## src/rtl/mul_sequencer.sv

```systemverilog
// Shift-and-add multiplier that borrows a shared ALU for its accumulate step.
// Every output, including the ALU drive, is registered from the next-state values.
`ifndef WORD
`define WORD 64
`endif
`ifndef ALU_PASS
`define ALU_PASS 4'b0000
`endif
`ifndef ALU_ADD
`define ALU_ADD 4'b0010
`endif

module mul_sequencer #(
  parameter int unsigned EARLY_EXIT = 1
) (
  input  logic               clk,
  input  logic               rst_n,
  input  logic               start,
  input  logic [`WORD-1:0]   multiplicand,
  input  logic [`WORD-1:0]   multiplier,
  output logic               busy,
  output logic               done,
  output logic [`WORD-1:0]   product,
  output logic [`WORD-1:0]   alu_a_out,
  output logic [`WORD-1:0]   alu_b_out,
  output logic [3:0]         alu_control_out,
  input  logic [`WORD-1:0]   alu_result_in
);

  localparam int unsigned W  = `WORD;
  localparam int unsigned CW = $clog2(W);

  localparam logic [1:0] S_IDLE = 2'd0;
  localparam logic [1:0] S_RUN  = 2'd1;
  localparam logic [1:0] S_DONE = 2'd2;

  logic [1:0]    state_q, state_d;
  logic [W-1:0]  acc_q, acc_d;
  logic [W-1:0]  mcand_q, mcand_d;
  logic [W-1:0]  mplier_q, mplier_d;
  logic [CW-1:0] cnt_q, cnt_d;
  logic          busy_q, busy_d;
  logic          done_q, done_d;
  logic [W-1:0]  product_q, product_d;
  logic [W-1:0]  alu_a_q, alu_a_d;
  logic [W-1:0]  alu_b_q, alu_b_d;
  logic [3:0]    alu_ctrl_q, alu_ctrl_d;

  // Next-state, datapath and output computation.
  always_comb begin
    state_d   = state_q;
    acc_d     = acc_q;
    mcand_d   = mcand_q;
    mplier_d  = mplier_q;
    cnt_d     = cnt_q;
    product_d = product_q;

    case (state_q)
      S_IDLE: begin
        if (start) begin
          acc_d    = '0;
          mcand_d  = multiplicand;
          mplier_d = multiplier;
          cnt_d    = '0;
          state_d  = S_RUN;
        end
      end
      S_RUN: begin
        // alu_a/alu_b already hold acc/mcand, so alu_result_in is acc + mcand.
        if (mplier_q[0]) acc_d = alu_result_in;
        mcand_d  = mcand_q << 1;
        mplier_d = mplier_q >> 1;
        cnt_d    = cnt_q + CW'(1);
        if (((EARLY_EXIT != 0) && (mplier_d == '0)) || (cnt_q == CW'(W - 1))) begin
          state_d = S_DONE;
        end
      end
      S_DONE: state_d = S_IDLE;
      default: state_d = S_IDLE;
    endcase

    if ((state_q == S_RUN) && (state_d == S_DONE)) product_d = acc_d;

    busy_d     = (state_d == S_RUN);
    done_d     = (state_d == S_DONE);
    alu_a_d    = busy_d ? acc_d   : '0;
    alu_b_d    = busy_d ? mcand_d : '0;
    alu_ctrl_d = busy_d ? `ALU_ADD : `ALU_PASS;
  end

  always_ff @(posedge clk or negedge rst_n) begin
    if (!rst_n) begin
      state_q    <= S_IDLE;
      acc_q      <= '0;
      mcand_q    <= '0;
      mplier_q   <= '0;
      cnt_q      <= '0;
      busy_q     <= 1'b0;
      done_q     <= 1'b0;
      product_q  <= '0;
      alu_a_q    <= '0;
      alu_b_q    <= '0;
      alu_ctrl_q <= `ALU_PASS;
    end else begin
      state_q    <= state_d;
      acc_q      <= acc_d;
      mcand_q    <= mcand_d;
      mplier_q   <= mplier_d;
      cnt_q      <= cnt_d;
      busy_q     <= busy_d;
      done_q     <= done_d;
      product_q  <= product_d;
      alu_a_q    <= alu_a_d;
      alu_b_q    <= alu_b_d;
      alu_ctrl_q <= alu_ctrl_d;
    end
  end

  assign busy            = busy_q;
  assign done            = done_q;
  assign product         = product_q;
  assign alu_a_out       = alu_a_q;
  assign alu_b_out       = alu_b_q;
  assign alu_control_out = alu_ctrl_q;

endmodule

```

## config.mk

```make
export PLATFORM = sky130hd
export DESIGN_NAME = mul_sequencer
export DESIGN_NICKNAME = d
export VERILOG_FILES = /design/src/rtl/mul_sequencer.sv
export SDC_FILE = /design/constraint.sdc
export NUM_CORES = 1
export LEC_CHECK = 0
export CORE_ASPECT_RATIO = 0.7
export CORE_UTILIZATION = 49
export CTS_BUF_LIST = sky130_fd_sc_hd__clkbuf_4
export DETAILED_ROUTE_END_ITERATION = 7
export PLACE_DENSITY = 0.8
export SYNTH_ARGS = -nofsm -noshare
export SYNTH_HDL_FRONTEND = slang
export SYNTH_SLANG_ARGS = --single-unit
```

## constraint.sdc

```tcl
create_clock -name clk -period 2.6 [get_ports clk]
set_clock_uncertainty 0.1 [all_clocks]
set_input_delay 0.26 -clock clk [delete_from_list [all_inputs] [get_ports clk]]
set_output_delay 0.26 -clock clk [all_outputs]
set_load 0.03 [all_outputs]
```

==> flow_metrics.py <==
metrics = {
    "run_status": {
        "status": "finished, violations left",
        "failed_checks": "negative setup slack",
    },
    "timing": {
        "fmax_ghz": 0.3752,
        "rsz0062_at_grt": "true",
        "setup_viol": 90,
        "maxSlewHeadroom_pct": 51.98,
        "hold_viol": 0,
        "setup_ws_ps": -65.30,
        "finalCritPeriodShare_pct": 102.5,
        "worst_pin_slew_ps": 720.4,
        "fin_setup_tns_ps": -2232,
        "fin_hold_ws_ps": 74.81,
        "fin_crit_ps": 2665,
        "slew_viol_final": 0,
    },
    "grt": {
        "grt_pass1_wl_mm": 79.30,
        "grt_pass1_vias": 14190,
        "grtUsageTotal_pct": 30.91,
        "antenna_found_initial": 3,
        "grt_start_max_net_pins": 110,
        "grt.overflow.total": 0,
    },
    "worst_hold_path": {
        "hold_class": "in -> reg",
        "min_path_cells": 3,
    },
    "clock_network": {
        "cts_buffers": 95,
        "cts.htree.levels": 3,
        "worstSkewPairLatency_ps": 810,
        "clock_sinks": 394,
        "cts_root_buf": "clkbuf_4",
        "clk_pin_slew_ps": 70,
        "clock_path_buffers": 3,
        "cts_tree": "yes",
    },
    "floorplan": {
        "row_count": 54,
        "core_um2": 31490,
        "initial_core_util_pct": 50.29,
        "die_y_um": 152.4,
        "pin_count": 393,
        "die_w_um": 216.9,
        "dieArea_um2": 33050,
    },
    "worst_setup_path": {
        "cp_top_family": "simple AND/OR/NAND/NOR gates",
        "crit_buf_inv": 2,
        "crit_top_cell": "buf_12",
        "critPathKind": "reg -> reg",
        "slowest_stage": "or4_4",
        "worst-path-stages": 7,
        "path_cells": "nor4_1 -> nand4_1 -> or4_4 -> a21oi_4 -> buf_12 -> buf_12 -> mux2_2",
        "cp_max_fo": 13,
        "end_kind": "flip-flop",
        "rr_worst_depth": 7,
        "startpoint_type": "flip-flop",
        "crit_required_ps": 3150,
        "slowest_delay_ps": 570,
        "arrival_ps": 3210,
    },
    "logic_synthesis": {
        "synth_top_area_cell": "dfrtp_1",
        "synth_top_area_share_pct": 62.26,
        "ys_top_cells_by_count": "dfrtp_1 (394), nand2_1 (206), nor2_1 (155)",
        "syn_area_per_cell_um2": 10.56,
        "synth_warnings": 0,
        "synth_cell_type_count": 36,
        "synth-edff-count": 0,
        "synth_most_common_cell": "dfrtp_1",
        "synth_top_flop_cell": "dfrtp_1",
        "synth_seq_area_share_pct": 62.26,
        "synth_cells": 1500,
        "ys_seq_elements": 394,
        "synthArstFlopShare_pct": 100.0,
        "synthTopCellsByArea": "dfrtp_1 (62%), nand2_1 (4.9%), mux2_2 (4.6%)",
        "syn_area_um2": 15840,
    },
    "final_layout": {
        "area_growth_pct": 43.32,
        "fin_nets": 2215,
        "drive_above_1_share_pct": 13.45,
        "fillers": 2120,
        "fin_area_um2": 22690,
    },
    "drt": {
        "drt-total-wl_mm": 50.54,
        "ant_nets": 0,
        "firstDrtPassIters": 7,
        "drc": 0,
        "vias": 13737,
        "drt-initial-drc-count": 1339,
        "wire_per_inst_um": 20.10,
        "vias_per_cell": 5.464,
    },
    "job": {
        "drv_cap": 0,
    },
    "placement": {
        "port_buffers": 389,
        "hpwlAfterDp_mm": 30.80,
        "pre_cts_ws_ps": -59.20,
        "routabilityCongestion": 0.8562,
        "place_area_um2": 20340,
    },
    "pwr": {
        "vdd_ir_drop_max_mv": 0.9163,
        "powerDensity_nw_per_um2": 1208,
        "power.leakage_nw": 10.59,
        "p_total_mw": 27.42,
    },
}
-- flip-flops by register name (all words and copies together), names as in the netlist --
register / count
acc_q: 64
alu_a_out: 64
alu_b_out: 64
mcand_q: 64
mplier_q: 64
product: 64
cnt_q: 6
state_q: 2
alu_control_out: 1
done: 1
-- worst reg2reg max path, stage by stage, from the launching register on --
cell and delay [ps]:
dfrtp_1 390, nor4_1 380, nand4_1 220, or4_4 570, a21oi_4 180, buf_12 170, buf_12 160, mux2_2 340
-- cell type report --
type	count	area [um2]	share of cell area (%)
Tap cell	420	525.5	2.316
Timing Repair Buffer	533	5430	23.93
Antenna cell	5	12.51	0.05513
Clock inverter	29	202.7	0.8931
Sequential cell	394	9868	43.48
Inverter	100	375.4	1.654
Clock buffer	138	1036	4.565
Multi-Input combinational cell	895	5244	23.11
-- metal layers --
metal	global-route usage [%]	part of all wire, %	up-vias
li1	-	-	6152
met1	40.97	41	6809
met2	48.28	48	679
met3	9.860	8.7	97
met4	10.43	2.8	0
met5	0	0	-
-- power by group --
part	switching [mW]	internal, mW
combinational	6.90	4.85
sequential	1.62	8.77
clock	2.55	2.74
-- repair_timing --
item / 4_1_cts / 5_1_grt
hold buffers: 95 / 0
gates resized for setup: 3 / 19
endpoints found under the setup margin: 58 / 58
pin swaps: 2 / 0
endpoints found under the hold margin: 493 / 0
setup buffers: 0 / 3
-- kinds of logic after synthesis --
family,count (synthesis),synth area share (%)
multiplexers,65,4.614
buffers and inverters,213,5.602
AND/OR/NAND/NOR,480,13.27
AO/OA/AOI/OAI,344,14.04
XOR/XNOR,2,0.1106
adder cells (fa/ha/maj),1,0.07900
other,1,0.02368
flip-flops,394,62.26
-- metrics by stage --
stage,util (%),instances
after floorplan,-,1502
after global placement,64.61,2244
after global routing,72.08,2514
after CTS,71.68,2506
final,72.08,2514
after detailed placement,64.61,2244
-- final timing paths --
kind	startpoint	to	slack [ps]
min	multiplicand[29]	mcand_q[29]$_DFF_PN0_	70
min in group asynchronous	rst_n	alu_b_out[28]$_DFF_PN0_	80
min reg2reg	acc_q[32]$_DFF_PN0_	acc_q[32]$_DFF_PN0_	400
max reg2reg	mplier_q[41]$_DFFE_PN0P_	product[8]$_DFFE_PN0P_	-70
max	mplier_q[41]$_DFFE_PN0P_	product[8]$_DFFE_PN0P_	-70
max in group asynchronous	rst_n	acc_q[26]$_DFF_PN0_	1800
-- cell usage in the layout (no fill, tap or decap), drive strengths merged, types with 33 or more instances in the layout --
cell and count:
buf 52, dlygate4sd3 94, a22oi 93, nand2 206, clkbuf 138, dfrtp 394
nor2 155, a21oi 48, a22o 36, inv 102, mux2 64, clkdlybuf4s50 387
o21ai 69, a31oi 64, nor2b 86, o22ai 33
(Power assumes the default switching activity.)
